File: src/rtl/hilo_mult_sequencer.sv
// HI/LO owner and radix-2 shift-add multiply sequencer beside the EX-stage ALU.
// Optional MUL_EARLY_TERM_EN: leave MUL once the remaining multiplier bits are zero.
module hilo_mult_sequencer #(
    parameter int WIDTH = 32
) (
    input  logic             Clk,
    input  logic             Reset,
    input  logic             Start,
    input  logic [2:0]       Op,
    input  logic [WIDTH-1:0] A,
    input  logic [WIDTH-1:0] B,
    input  logic             HiLoRead,
    input  logic             Flush,
    output logic             Busy,
    output logic             Stall,
    output logic             Done,
    output logic [WIDTH-1:0] MulResult,
    output logic [WIDTH-1:0] HI,
    output logic [WIDTH-1:0] LO
);

    localparam int PW = 2 * WIDTH;
    localparam int CW = $clog2(WIDTH);

    localparam logic [2:0] OP_MULT  = 3'b000;
    localparam logic [2:0] OP_MULTU = 3'b001;
    localparam logic [2:0] OP_MADD  = 3'b010;
    localparam logic [2:0] OP_MSUB  = 3'b011;
    localparam logic [2:0] OP_MUL   = 3'b100;
    localparam logic [2:0] OP_MTHI  = 3'b101;
    localparam logic [2:0] OP_MTLO  = 3'b110;

    typedef enum logic [1:0] {
        S_IDLE,
        S_MUL,
        S_FIX,
        S_ACC
    } state_t;

    state_t           state_q, state_d;
    logic [CW-1:0]    cnt_q, cnt_d;
    logic [PW-1:0]    mcand_q, mcand_d;
    logic [WIDTH-1:0] mplier_q, mplier_d;
    logic [PW-1:0]    prod_q, prod_d;
    logic             neg_q, neg_d;
    logic [2:0]       op_q, op_d;
    logic [WIDTH-1:0] hi_q, hi_d;
    logic [WIDTH-1:0] lo_q, lo_d;
    logic [WIDTH-1:0] mr_q, mr_d;
    logic             done_q, done_d;

    logic             is_mult;
    logic             is_signed;
    logic [WIDTH-1:0] a_mag;
    logic [WIDTH-1:0] b_mag;
    logic [PW-1:0]    fixed;
    logic [PW-1:0]    hilo;
    logic [PW-1:0]    acc_sum;
    logic [PW-1:0]    step;
    logic             last;

    assign is_mult   = (Op == OP_MULT) || (Op == OP_MULTU) ||
                       (Op == OP_MADD) || (Op == OP_MSUB) ||
                       (Op == OP_MUL);
    assign is_signed = (Op != OP_MULTU);
    assign a_mag     = (is_signed && A[WIDTH-1]) ? -A : A;
    assign b_mag     = (is_signed && B[WIDTH-1]) ? -B : B;
    assign fixed     = neg_q ? -prod_q : prod_q;
    assign hilo      = {hi_q, lo_q};
    assign acc_sum   = (op_q == OP_MSUB) ? hilo - prod_q : hilo + prod_q;
    assign step      = mplier_q[0] ? prod_q + mcand_q : prod_q;

`ifdef MUL_EARLY_TERM_EN
    assign last = (cnt_q == CW'(WIDTH - 1)) ||
                  (mplier_q[WIDTH-1:1] == '0);
`else
    assign last = (cnt_q == CW'(WIDTH - 1));
`endif

    // Next-state, datapath and HI/LO update; Flush overrides everything.
    always_comb begin
        state_d  = state_q;
        cnt_d    = cnt_q;
        mcand_d  = mcand_q;
        mplier_d = mplier_q;
        prod_d   = prod_q;
        neg_d    = neg_q;
        op_d     = op_q;
        hi_d     = hi_q;
        lo_d     = lo_q;
        mr_d     = mr_q;
        done_d   = 1'b0;

        unique case (state_q)
            S_IDLE: begin
                if (Start) begin
                    if (Op == OP_MTHI) begin
                        hi_d = A;
                    end else if (Op == OP_MTLO) begin
                        lo_d = A;
                    end else if (is_mult) begin
                        mcand_d  = {{WIDTH{1'b0}}, a_mag};
                        mplier_d = b_mag;
                        prod_d   = '0;
                        cnt_d    = '0;
                        neg_d    = is_signed & (A[WIDTH-1] ^ B[WIDTH-1]);
                        op_d     = Op;
                        state_d  = S_MUL;
                    end
                end
            end
            S_MUL: begin
                prod_d   = step;
                mcand_d  = mcand_q << 1;
                mplier_d = mplier_q >> 1;
                cnt_d    = cnt_q + 1'b1;
                if (last) begin
                    state_d = S_FIX;
                end
            end
            S_FIX: begin
                if ((op_q == OP_MADD) || (op_q == OP_MSUB)) begin
                    prod_d  = fixed;
                    state_d = S_ACC;
                end else if (op_q == OP_MUL) begin
                    mr_d    = fixed[WIDTH-1:0];
                    done_d  = 1'b1;
                    state_d = S_IDLE;
                end else begin
                    hi_d    = fixed[PW-1:WIDTH];
                    lo_d    = fixed[WIDTH-1:0];
                    mr_d    = fixed[WIDTH-1:0];
                    done_d  = 1'b1;
                    state_d = S_IDLE;
                end
            end
            S_ACC: begin
                hi_d    = acc_sum[PW-1:WIDTH];
                lo_d    = acc_sum[WIDTH-1:0];
                done_d  = 1'b1;
                state_d = S_IDLE;
            end
            default: begin
                state_d = S_IDLE;
            end
        endcase

        if (Flush) begin
            state_d = S_IDLE;
            cnt_d   = '0;
            hi_d    = hi_q;
            lo_d    = lo_q;
            mr_d    = mr_q;
            done_d  = 1'b0;
        end
    end

    // State and datapath registers, cleared asynchronously.
    always_ff @(posedge Clk or negedge Reset) begin
        if (!Reset) begin
            state_q  <= S_IDLE;
            cnt_q    <= '0;
            mcand_q  <= '0;
            mplier_q <= '0;
            prod_q   <= '0;
            neg_q    <= 1'b0;
            op_q     <= '0;
            hi_q     <= '0;
            lo_q     <= '0;
            mr_q     <= '0;
            done_q   <= 1'b0;
        end else begin
            state_q  <= state_d;
            cnt_q    <= cnt_d;
            mcand_q  <= mcand_d;
            mplier_q <= mplier_d;
            prod_q   <= prod_d;
            neg_q    <= neg_d;
            op_q     <= op_d;
            hi_q     <= hi_d;
            lo_q     <= lo_d;
            mr_q     <= mr_d;
            done_q   <= done_d;
        end
    end

    assign Busy      = (state_q != S_IDLE);
    assign Stall     = Busy & (Start | HiLoRead);
    assign Done      = done_q;
    assign MulResult = mr_q;
    assign HI        = hi_q;
    assign LO        = lo_q;

endmodule

File: config.mk
export PLATFORM = sky130hd
export DESIGN_NAME = hilo_mult_sequencer
export DESIGN_NICKNAME = d
export VERILOG_FILES = /design/src/rtl/hilo_mult_sequencer.sv
export SDC_FILE = /design/constraint.sdc
export NUM_CORES = 1
export LEC_CHECK = 0
export BUFFER_PORTS_ARGS = -buffer_cell sky130_fd_sc_hd__buf_4
export CAP_MARGIN = 15
export CELL_PAD_IN_SITES_DETAIL_PLACEMENT = 1
export CELL_PAD_IN_SITES_GLOBAL_PLACEMENT = 2
export CORE_MARGIN = 5
export CORE_UTILIZATION = 39
export CTS_CLUSTER_DIAMETER = 120
export CTS_CLUSTER_SIZE = 12
export DETAILED_ROUTE_END_ITERATION = 10
export GPL_TIMING_DRIVEN = 0
export PLACE_DENSITY = 0.94
export SLEW_MARGIN = 25
export SYNTH_ARGS = -nofsm -noshare
export SYNTH_HDL_FRONTEND = slang
export SYNTH_SLANG_ARGS = --single-unit
File: constraint.sdc
create_clock -name Clk -period 9 [get_ports Clk]
set_input_delay 1.35 -clock Clk [delete_from_list [all_inputs] [get_ports Clk]]
set_output_delay 1.35 -clock Clk [all_outputs]
set_load 0.05 [all_outputs]
# Word-level counts from Yosys, hierarchy flattened
# Index checks and enable logic that the tools add are counted.
# word_totals
reg_bits	268
input_bits	72
output_inout_bits	99
wordCells	126
# classes
addsub	7
n_eq_ne	29
muxes	49
n_bitwise	8
reduce_logical	22
# op_table
op	n
$mux 64	12
$mux 32	15
$pmux 32 s3	2
$pmux 64 s3	1
$add 64x64->64	2
$pmux 64 s2	1
$neg 32->32	2
$neg 64->64	1
$pmux 32 s2	1
$sub 64x64->64	1
$mux 5	5
$ne 2x2->1 const B	10
$reduce_and 5->1	4
$ne 3x3->1 const B	5
$mux 2	7
$reduce_and 7->1	2
$eq 3x2->1 const B	4
$eq 3x3->1 const B	4
$pmux 5 s2	1
$reduce_bool 3->1	3
$pmux 2 s4	1
$reduce_and 6->1	1
$add 5x1->5 const B	1
$eq 5x5->1 const B	1
other kinds (16)	28

# Longest topological paths before layout
# logic_depth
depth_word	11
ltp_mapped	21

# Least setup slack after synthesis
# OpenSTA, ideal clock, no wires.
# synth_timing
kind	reg-to-reg
from	register prod_q[2]
to	register hi_q[28], in the netlist HI[28]
setup_ns	0.136
arrival_ns	5.191
setup_slack_ns	3.674
stages_incl_launch_ff	21
synth_period_minus_slack_ns	5.326
path_cell_list	dfrtp_1 clkbuf_1 nor3_1 nand2_1 or3_1 or3_1 nand3b_1 o31ai_1 xor2_1 ha_1 clkbuf_1 nand4_1 or4_1 nor3_1 and4b_1 nor4b_1 o41ai_1 a41oi_1 xnor2_1 a222oi_1 o21ai_0
# synth_between
elab_chain_cells	5
elab_cells_between_ends	8
cone_classes	3 x add/sub; 5 x mux
# synth_lines
element	line	rtl
start, declared	44	logic [PW-1:0] prod_q, prod_d;
start signal, assigned	177	prod_q <= prod_d;
$neg 64->64	68	assign fixed = neg_q ? -prod_q : prod_q;
$mux 64	68	
$mux 32	125	end else if (op_q == OP_MUL) begin
$mux 32	122	if ((op_q == OP_MADD) || (op_q == OP_MSUB)) begin
$pmux 32 s3 *	94	unique case (state_q)
end signal, assigned	180	hi_q <= hi_d;
end, declared	47	logic [WIDTH-1:0] hi_q, hi_d;
# Every way passes the cells marked *; elsewhere a longest branch is shown, timed or not. The select of a mux whose other input is x is not followed.
# A chain may end at the register's enable or synchronous reset.

# Worst setup path in the final report
# layout_timing
from	register prod_q[2]
to	register hi_q[24], in the netlist HI[24]
# Same word-level chain as after synthesis.

==> summary.txt <==
STA
  – Final Skew: 0.0245 ns
  – Period utilization: 0.791
  – Min Clock Period, post-route: 7.12 ns
  – RSZ-0062 raised after global routing: false
  – Slew of the pin with the lowest slew margin: 1.07 ns
  – Slew Limit Fails: 0
  – Final hold vios: 0
  – Setup_tns: 0 ns
  – Final setup viols: 0
  – Slew headroom: 0.290
  – Fmax: 141 MHz

Clock network
  – CTS Root Cell: clkbuf_16
  – Clock Latency Late Sink: 0.59 ns
  – Post-CTS sizing: 0
  – CTS Buffer Depth: 3
  – Hold-fix buffers, CTS: 0
  – Setup Fix Bufs, Post-CTS: 0
  – Cts bufs inserted: 26
  – CTS clk-pin slew, worst paths: 0.08 ns
  – CTS tree: built
  – CTS sink cnt: 268
  – Maximum level of the CTS H-tree: 1

Synthesis
  – Post-synthesis sequential area ratio: 0.283
  – Syn Area/Cell: 7.54 um2
  – Synth unique cells: 80
  – Post-Synthesis Cells: 3,138
  – FF+latch count, synth: 268
  – EDFF count, synth: 0
  – Leading register cell type out of synthesis: dfrtp_1
  – Cell area after synthesis: 0.0237 mm2
  – YS warnings: 0
  – Post-synth top area share: 0.283
  – Ranking of synthesized cells by area: dfrtp_1 28%, nand2_1 7.6%, o21ai_0 7.4%
  – Synthesized netlist net count: 3,349
  – Yosys top cell by area: dfrtp_1
  – Async set-reset flop share out of synthesis: 1.00

Routing
  – Vias: 25,200
  – Antenna viol nets, final: 0
  – Initial DRC count: 1,994
  – DR vias/cell: 6.12
  – Drt drc: 0
  – Routed wire length: 106,000 um
  – Wire per inst: 25.8 um
  – Router iterations before antenna repair: 5

Run status
  – Status: completed

Setup path
  – Arr. time, crit path: 7.58 ns
  – WS Path Type: reg2reg
  – Crit. End Element: flip-flop
  – Crit-path max FO: 9
  – Required @ worst endpoint: 9.47 ns
  – Crit path launch type: flip-flop

Floorplanning
  – Core footprint: 0.0602 mm2
  – DIE HEIGHT: 256 um
  – Die Area: 0.0657 mm2
  – Starting density of the core: 0.393
  – Num ports: 171
  – Die X: 256 um
  – Rows: 90

Global route
  – Largest net degree at the start of global routing: 77
  – GRT Overall Usage: 0.310
  – First-pass GRT wire length: 160,000 um
  – Vias in the first global route: 25,800
  – Grt total ovfl: 0
  – Initial antenna violation count: 3

Cells and area
  – Final cell count without fillers: 4,123
  – Most common cell after layout, fill and taps aside: nand2_1
  – Commonest cells after routing, fill and taps aside: 477 x nand2_1, 350 x o21ai_0, 327 x a21oi_1
  – Ratio of cells with drive above 1 in the final layout: 0.0743
  – Synth-to-layout area growth: 12.8%
  – Final nets: 3,549

Place
  – GP Congestion: 0.941
  – Number of port buffers: 168
  – Hpwl dp: 87,500 um
  – Placed Cells incl. Taps: 4,092

Run
  – Max_cap viols: 0

Hold path
  – Hold crit path type: reg2reg
[metal layers]
layer	up-vias	share of wire	global-route usage	wire, um
met1	12500	0.45	0.432	47900
met4	6	0.046	0.118	4900
met5	-	0.00034	0	36
li1	11600	-	-	-
met3	197	0.062	0.0398	6550
met2	851	0.44	0.495	47000
[logic make-up after synthesis]
family / Yosys count / synth area share
muxes: 15 / 0.00676
xor gates and xnor gates: 279 / 0.103
buffers and inverters: 280 / 0.0449
and+or+nand+nor: 1074 / 0.210
adders and majority gates: 139 / 0.0741
DFF: 268 / 0.283
AOI/OAI and AO/OA: 1083 / 0.278
[worst paths after layout]
check | start | endpoint | slack [ns] | cells past startpoint
worst max-delay path | prod_q[2] | HI[24] | 1.88 | 20
worst min-delay path | mplier_q[21] | mplier_q[21] | 0.49 | 2
worst max register to register | prod_q[2] | HI[24] | 1.88 | 20
worst min register to register | mplier_q[21] | mplier_q[21] | 0.49 | 2
max in group asynchronous | Reset | prod_q[62] | 7.19 | 3
min in group asynchronous | Reset | mcand_q[12] | 0.71 | 1
[through the flow]
stage                     setup WS (ns)  hold slack (ns)  utilization  area [um2]
after floorplan                    3.67            0.444            -       23700
after global placement             2.00            0.465        0.430       25900
after detailed placement           1.97            0.479        0.432       26000
after CTS                          1.92            0.493        0.443       26700
after global routing               1.32            0.513        0.443       26700
final                              1.88            0.488        0.443       26700
[cell usage after synthesis (all sizes together), types with 30 or more instances]
cell and instances:
o21ai 355, inv 60, xnor2 135, dfrtp 268, nor3 66, o21bai 39
nor2b 41, nor2 216, or3 36, nand3 52, nand4 45, o31ai 43
a221oi 45, a31oi 30, a21oi 328, xor2 144, a21o 93, nand2 479
ha 137, clkbuf 197
[flip-flops by register name, summed over array words and instances (netlist names)]
register,flops
mcand_q,64
cnt_q,5
Done,1
mplier_q,32
op_q,3
neg_q,1
LO,32
HI,32
state_q,2
prod_q,64
MulResult,32
[critical path: stages (launching register included)]
cell	delay, ns
dfrtp_1	0.41
clkbuf_1	0.21
nor3_1	0.42
nand2_1	0.18
or3_1	0.38
or3_1	0.39
nand3b_1	0.31
o31ai_1	0.36
xor2_1	0.17
ha_1	0.31
clkbuf_1	0.33
nand4_1	0.30
nor4_1	0.67
o2111ai_1	0.34
and4b_1	0.28
nor4b_1	0.18
o41ai_1	0.71
a21boi_1	0.31
nor4_1	0.45
o31a_1	0.21
nand3_1	0.08
[final cells by class]
class | count | area (um2)
Tap cell | 782 | 978
Clock inverter | 2 | 25.0
Clock buffer | 27 | 664
Antenna cell | 2 | 5.00
Inverter | 61 | 229
Sequential cell | 268 | 6710
Buffer | 219 | 835
Fill cell | 7499 | 33500
Timing Repair Buffer | 172 | 1360
Multi-Input combinational cell | 2590 | 15900
Power is not shown: default switching activity piles up to over one toggle a cycle in this logic, so the estimate is an artifact.
